$ cat src/rtl/pp_column_streamer.sv
`default_nettype none
// ============================================================================
// Module      : pp_column_streamer
// Description : Accepts one BITWIDTH x BITWIDTH operand pair per handshake and
//               streams its partial products column by column (LSB column
//               first), with per-column bit count, Baugh-Wooley plus-one flag
//               and optional truncation of the low columns.
// Revision    : 1.0 - initial release
// ============================================================================
module pp_column_streamer #(
    parameter int BITWIDTH   = 8,
    parameter bit SIGNED     = 1'b0,
    parameter int TRUNC_COLS = 0
) (
    input  logic                                clk,
    input  logic                                rst,
    input  logic                                in_valid,
    output logic                                in_ready,
    input  logic [BITWIDTH-1:0]                 in_a,
    input  logic [BITWIDTH-1:0]                 in_b,
    output logic                                out_valid,
    input  logic                                out_ready,
    output logic [BITWIDTH-1:0]                 out_pp,
    output logic [$clog2(BITWIDTH+1)-1:0]       out_pp_count,
    output logic                                out_plusone,
    output logic [$clog2(2*BITWIDTH)-1:0]       out_col,
    output logic                                out_last
);

    localparam int c_col_w = $clog2(2*BITWIDTH);
    localparam int c_cnt_w = $clog2(BITWIDTH+1);

    localparam logic [c_col_w-1:0] c_last_col = c_col_w'(2*BITWIDTH-1);
    localparam logic [c_col_w-1:0] c_w_col    = c_col_w'(BITWIDTH);
    localparam logic [c_col_w-1:0] c_col_one  = c_col_w'(1);
    localparam logic [BITWIDTH-1:0] c_lsb     = BITWIDTH'(1);

    localparam logic [0:0] c_idle = 1'b0;
    localparam logic [0:0] c_emit = 1'b1;

    logic [0:0]          r_state;
    logic [BITWIDTH-1:0] r_a;
    logic [BITWIDTH-1:0] r_b;
    logic [c_col_w-1:0]  r_col;

    logic                w_emit;
    logic                w_last;
    logic                w_load;
    logic [BITWIDTH-1:0] w_pp;
    int                  w_cnt;
    int                  w_c;
    int                  w_lo;
    int                  w_hi;
    int                  w_i;
    int                  w_j;
    logic                w_bit;

    assign w_emit = (r_state == c_emit);
    assign w_last = w_emit && (r_col == c_last_col);

    // The last-beat handshake frees the slot in the same cycle, so a new pair
    // can be taken without a bubble.
    assign in_ready = !rst && (!w_emit || (w_last && out_ready));
    assign w_load   = in_valid && in_ready;

    // Two-state controller: capture operands, then walk the column index.
    always_ff @(posedge clk) begin
        if (rst) begin
            r_state <= c_idle;
            r_a     <= '0;
            r_b     <= '0;
            r_col   <= '0;
        end else if (w_load) begin
            r_state <= c_emit;
            r_a     <= in_a;
            r_b     <= in_b;
            r_col   <= '0;
        end else if (w_emit && out_ready) begin
            if (w_last) begin
                r_state <= c_idle;
                r_col   <= '0;
            end else begin
                r_col   <= r_col + c_col_one;
            end
        end
    end

    // Column decode: terms a[i]&b[c-i] for ascending i, LSB-packed, with the
    // Baugh-Wooley inversion of mixed sign-bit terms and low-column truncation.
    always_comb begin
        w_pp  = '0;
        w_cnt = 0;
        w_bit = 1'b0;
        w_i   = 0;
        w_j   = 0;
        w_c   = int'(r_col);
        w_lo  = (w_c > BITWIDTH-1) ? (w_c - BITWIDTH + 1) : 0;
        w_hi  = (w_c < BITWIDTH-1) ? w_c : (BITWIDTH - 1);
        for (int k = 0; k < BITWIDTH; k++) begin
            w_i = w_lo + k;
            w_j = w_c - w_i;
            if (w_emit && (w_i <= w_hi) && (w_c >= TRUNC_COLS)) begin
                w_bit = (((r_a >> w_i) & c_lsb) != '0) && (((r_b >> w_j) & c_lsb) != '0);
                if (SIGNED && ((w_i == BITWIDTH-1) != (w_j == BITWIDTH-1))) begin
                    w_bit = ~w_bit;
                end
                w_pp  = w_pp | ({{(BITWIDTH-1){1'b0}}, w_bit} << k);
                w_cnt = w_cnt + 1;
            end
        end
    end

    assign out_valid    = w_emit;
    assign out_pp       = w_pp;
    assign out_pp_count = c_cnt_w'(w_cnt);
    assign out_plusone  = w_emit && SIGNED && ((r_col == c_w_col) || (r_col == c_last_col));
    assign out_col      = w_emit ? r_col : '0;
    assign out_last     = w_last;

endmodule
`default_nettype wire

$ cat config.mk
export PLATFORM = sky130hd
export DESIGN_NAME = pp_column_streamer
export DESIGN_NICKNAME = d
export VERILOG_FILES = /design/src/rtl/pp_column_streamer.sv
export SDC_FILE = /design/constraint.sdc
export NUM_CORES = 1
export LEC_CHECK = 0
export ABC_AREA = 1
export BUFFER_PORTS_ARGS = -buffer_cell sky130_fd_sc_hd__buf_4
export CORE_UTILIZATION = 50
export DETAILED_ROUTE_END_ITERATION = 8
export GPL_TIMING_DRIVEN = 0
export PLACE_DENSITY = 0.66
export SYNTH_ARGS = -nofsm -noshare
export SYNTH_HDL_FRONTEND = slang
export SYNTH_SLANG_ARGS = --single-unit
$ cat constraint.sdc
create_clock -name clk -period 8.4 [get_ports clk]
set_input_delay 0.84 -clock clk [delete_from_list [all_inputs] [get_ports clk]]
set_output_delay 0.84 -clock clk [all_outputs]
set_load 0.01 [all_outputs]
* Word level (Yosys, flattened, before mapping)
Cells that the tools add are included.
** Word-level totals
- Register bits :: 21
- Input bits :: 20
- Output and inout port bits :: 20
- Word-level logic and storage cells :: 114
** Cells by class
- Add/subtract/negate cells :: 25
- Order comparisons :: 10
- Equal/unequal tests :: 1
- Shifts and indexed selects :: 16
- Multiplexer cells :: 23
- Bitwise logic cells :: 7
- Reduce and logical (&&, ||, !) cells :: 28
** Operators by type and width (number)
- $shr 8x32->1 :: 16
- $le 32x5->1 :: 8
- $sub 5x32->32 :: 8
- $add 32x4->32 const B :: 4
- $add 32x3->32 const B :: 2
- $mux 8 :: 7
- $mux 4 :: 10
- $add 32x2->32 const B :: 1
- $mux 32 :: 1
- $add 4x2->4 const B :: 6
- $logic_and 1x1->1 :: 21
- $or 8x2->8 :: 1
- $or 8x3->8 :: 1
- $or 8x4->8 :: 1
- $or 8x5->8 :: 1
- $or 8x6->8 :: 1
- $or 8x7->8 :: 1
- $or 8x8->8 :: 1
- $add 5x2->6 const B :: 1
- $mux 1 :: 5
- $sub 4x4->5 const B :: 1
- $add 4x1->4 const B :: 1
- $eq 4x4->1 const B :: 1
- $gt 4x3->1 const B :: 1
- 7 further kinds :: 9

* Logic depth before layout (Yosys ltp)
- Word-level depth :: 21
- Gate-level depth with buffers :: 46
- Gate-level depth less buffers :: 44

* Worst setup path before layout
No wires, ideal clock.
- Kind :: register -> output
- From :: reg r_col[3]
- To :: out out_pp_count[1]
- Data arrival time :: 6.691 ns
- Data required time :: 7.560 ns
- Slack :: 0.869 ns
- Stages on the path, launching flop included :: 42
- Path buffers :: 2
- Path through :: dfxtp_1 -> buf_4 -> nor2_1 -> nand2_1 -> ha_1 -> inv_2 -> nor2_4 -> nand2_4 -> inv_4 -> nand2_1 -> nor2_1 -> clkbuf_1 -> ha_1 -> nand2_1 -> ha_1 -> nand2_1 -> nor3_1 -> nand3_1 -> [... 6 more ...] -> nand2_2 -> nand2_2 -> xor2_1 -> o21ai_0 -> inv_1 -> ha_1 -> nand2_1 -> nand2_1 -> nand2_1 -> inv_1 -> o21ai_0 -> ha_1 -> or2_0 -> nand2_1 -> inv_1 -> ha_1 -> nor2_1 -> a21oi_1
** On the way
- Longest elaborated chain between the ends :: 20
- Elaborated cells on any way between the ends :: 44
- Those cells by class :: 16 x add/sub; 10 x order compare; 10 x mux; 8 x reduce/logical
** Ends and longest elaborated chain
- from (decl) :: line 44 : logic [c_col_w-1:0] r_col;
- from (signal assigned) :: line 83 : r_col <= r_col + c_col_one;
- parallel branches: the longest is 19 deep, another holds $add 32x2->32
- $mux 4 (*) :: line 102 : if (w_emit && (w_i <= w_hi) && (w_c >= TRUNC_COLS)) begin
- to (decl) :: line 24 : output logic [$clog2(BITWIDTH+1)-1:0] out_pp_count,
Mark *: on every way between the ends.

* Worst setup path in the final report
- From :: reg r_col[2]
- To :: out out_pp_count[1]
The elaborated chain is that of the path after synthesis.

==> flow_summary_export.csv <==
group,metric,value,unit
yosys,synth_most_common_cell,"nand2_1",
clocking,postCtsHoldBufs,0,
timing,drv_slew,0,
layout,syn_to_final_growth,11.0,%
critical_path,required,7.56,ns
critical_path,criticalPathCategory,"register to output pin",
yosys,synth_top_area_share,21.0,%
timing,setup_violations,0,
layout,diodes,0,
yosys,synthFlopType,"dfxtp_1",
status,outcome,"finished, final reports clean",
drt,ant_nets,0,
global_route,grt_max_degree,30,
clocking,cts_tree,"built",
yosys,syn_inst,1034,
clocking,clkTransAtPathRegs,0.05,ns
clocking,insertion_delay,0.25,ns
critical_path,crit_path_start_kind,"register",
critical_path,arrival,7.13,ns
yosys,netlist_area,6140,um2
yosys,seq_area_frac_synth,6.84,%
drt,detail_route.first_pass.iterations,6,
placed_design,globalplace.congestion,0.959,
drt,vias,6917,
critical_path,critical_path.max_stage_delay,0.34,ns
global_route,track_usage,30.6,%
die,coreArea,12000,um2
drt,post-route-drc-count,0,
placed_design,place_hpwl,15.7,mm
yosys,yosysWarnings,0,
die,die_w,113,um
drt,wl,19.3,mm
yosys,synth_area_per_cell,5.94,um2
timing,finalCriticalPeriod,7.97,ns
global_route,antenna_found_initial,0,
global_route,grt_pass1_vias,6221,
drt,wl_per_cell,15.7,um
yosys,yosys.area.top_type,"ha_1",
yosys,yosys-top-cells-count,"nand2_1 (260), inv_1 (133), ha_1 (103)",
global_route,grt_overflow,0,
drt,detail_route.iter0.violations,511,
timing,timing_hold_violations_final,0,
critical_path,cp_max_fo,15,
clocking,max-clock-path-buffers,2,
critical_path,path_common_cell,"nand2_1",
yosys,synth_seq_cells,21,
min_path,hold_class,"register to register",
power,p_leak,3.80,nW
die,die_h,113,um
yosys,async_flop_share,0,%
yosys,synth_area_leaders,"ha_1 (21%), nand2_1 (16%), inv_1 (8.1%), nand3_1 (7.0%), dfxtp_1 (6.8%)",
timing,fin_tns_setup,0,ns
timing,holdWs,0.484,ns
timing,finalCritPeriodShare,94.9,%
power,powerDensity,41.5,nW/um2
layout,layout.nets,1204,
clocking,htreeDepth,1,
drt,vias_per_cell,5.64,
timing,fmaxAchievable,125,MHz
layout,drive_gt1_share,12.7,%
clocking,cts_sinks,21,
timing,tightest_slew,0.613,ns
yosys,ys_types,60,
critical_path,crit_slowest_cell,"dfxtp_1",
die,dieArea,12700,um2
die,initial_core_util,51.1,%
yosys,synth_edf_count,0,
timing,fin_skew,0.00140,ns
placed_design,port_buffers,37,
die,rows,40,
clocking,numCtsBuffers,3,
clocking,cts_root_buf,"clkbuf_16",
power,ir_drop,0.107,mV
critical_path,setup.worst_path.end_class,"output pin",
job,maxCapViolCount,0,
global_route,grt_pass1_wl,31.4,mm
timing,relSlewSlack,59.0,%
die,ios,40,
-- flip-flops by register name, summed over array words and instances, names as in the netlist --
signal / flops
r_a: 8
r_col: 4
out_valid: 1
r_b: 8
-- path summary, 6_finish.rpt --
path / startpoint / endpoint / slack (ns) / depth (start not counted)
worst max-delay path: r_col[2]$_SDFFE_PP0P_ / out_pp_count[1] / 0.43 / 43
worst min-delay path: r_a[6]$_SDFFE_PP0P_ / r_a[6]$_SDFFE_PP0P_ / 0.48 / 2
worst max register to register: out_valid$_SDFFE_PP0P_ / r_b[6]$_SDFFE_PP0P_ / 5.58 / 11
worst min register to register: r_a[6]$_SDFFE_PP0P_ / r_a[6]$_SDFFE_PP0P_ / 0.48 / 2
-- area by class of cell --
cell class / count / area, um2
sequential: 21 / 424
timing repair inverter: 2 / 17.5
buffer: 20 / 125
timing repair buffer: 40 / 300
tap: 147 / 184
clock inverter: 1 / 5.00
multi-input combinational: 839 / 5080
clock buffer: 3 / 75.1
inverter: 154 / 603
fill: 1268 / 5190
-- what timing repair did --
action	4_1_cts	5_1_grt
buffers inserted	1	2
gates resized for setup	12	15
endpoints found under the hold margin	0	0
cloned	1	1
pin swaps	1	1
setup endpoints to repair	3	3
-- report_power, final --
| group | switching [mW] | internal [mW] |
|---|---|---|
| Sequential | 0.00305 | 0.106 |
| Clock | 0.0348 | 0.0638 |
| Combinational | 0.0487 | 0.0268 |
| Total | 0.0865 | 0.197 |
-- worst max-delay path: cells and delay by family (launching register included) --
kind / cells / cell delay [ns]
buffers and inverters: 11 / 1.25
XOR/XNOR: 1 / 0.16
flip-flops: 1 / 0.34
AO/OA/AOI/OAI: 4 / 0.53
AND/OR/NAND/NOR: 20 / 2.59
adder cells (fa/ha/maj): 7 / 1.93
-- logic make-up (layout without fill, tap and decap cells) --
| kind of cell | Yosys count | in the layout | synth area share [%] |
|---|---|---|---|
| AOI/OAI and AO/OA | 140 | 140 | 13.5 |
| xor gates and xnor gates | 20 | 20 | 2.97 |
| adders and majority gates | 103 | 103 | 21.0 |
| buffers and inverters | 175 | 220 | 11.5 |
| DFF | 21 | 21 | 6.84 |
| other | 1 | 2 | 0.0611 |
| and+or+nand+nor | 574 | 574 | 44.2 |
-- layer usage --
metal  GRT usage, %  part of all wire, %
met1           41.7                   45
met4           11.0                  2.8
met5              0                    0
met2           50.6                   44
met3           2.46                  7.4
-- layout by cell type (no fill, tap or decap), drive strengths merged, types with 7 or more instances in the layout --
| cell type | instances |
|---|---|
| inv | 150 |
| buf | 53 |
| xor2 | 15 |
| nor3 | 22 |
| clkbuf | 10 |
| nor2 | 114 |
| ha | 103 |
| o21ai | 70 |
| nand3b | 9 |
| nand3 | 93 |
| a21oi | 30 |
| clkinv | 7 |
| nor4 | 12 |
| dfxtp | 21 |
| nand4 | 25 |
| nand2 | 285 |
| o211ai | 7 |
-- per-stage QoR --
stage	cells	cell area [um2]	setup slack [ns]	total power [mW]	utilization, %
after floorplan	1035	6150	0.869	0.160	-
after global placement	1219	6610	-1.15	0.185	55.0
after detailed placement	1219	6610	-1.20	0.185	55.0
after CTS	1224	6730	0.0118	0.283	56.0
after global routing	1227	6820	-0.0240	0.299	56.8
final	1227	6820	0.426	0.283	56.8
Note: power is estimated with default switching activity, not from simulation.
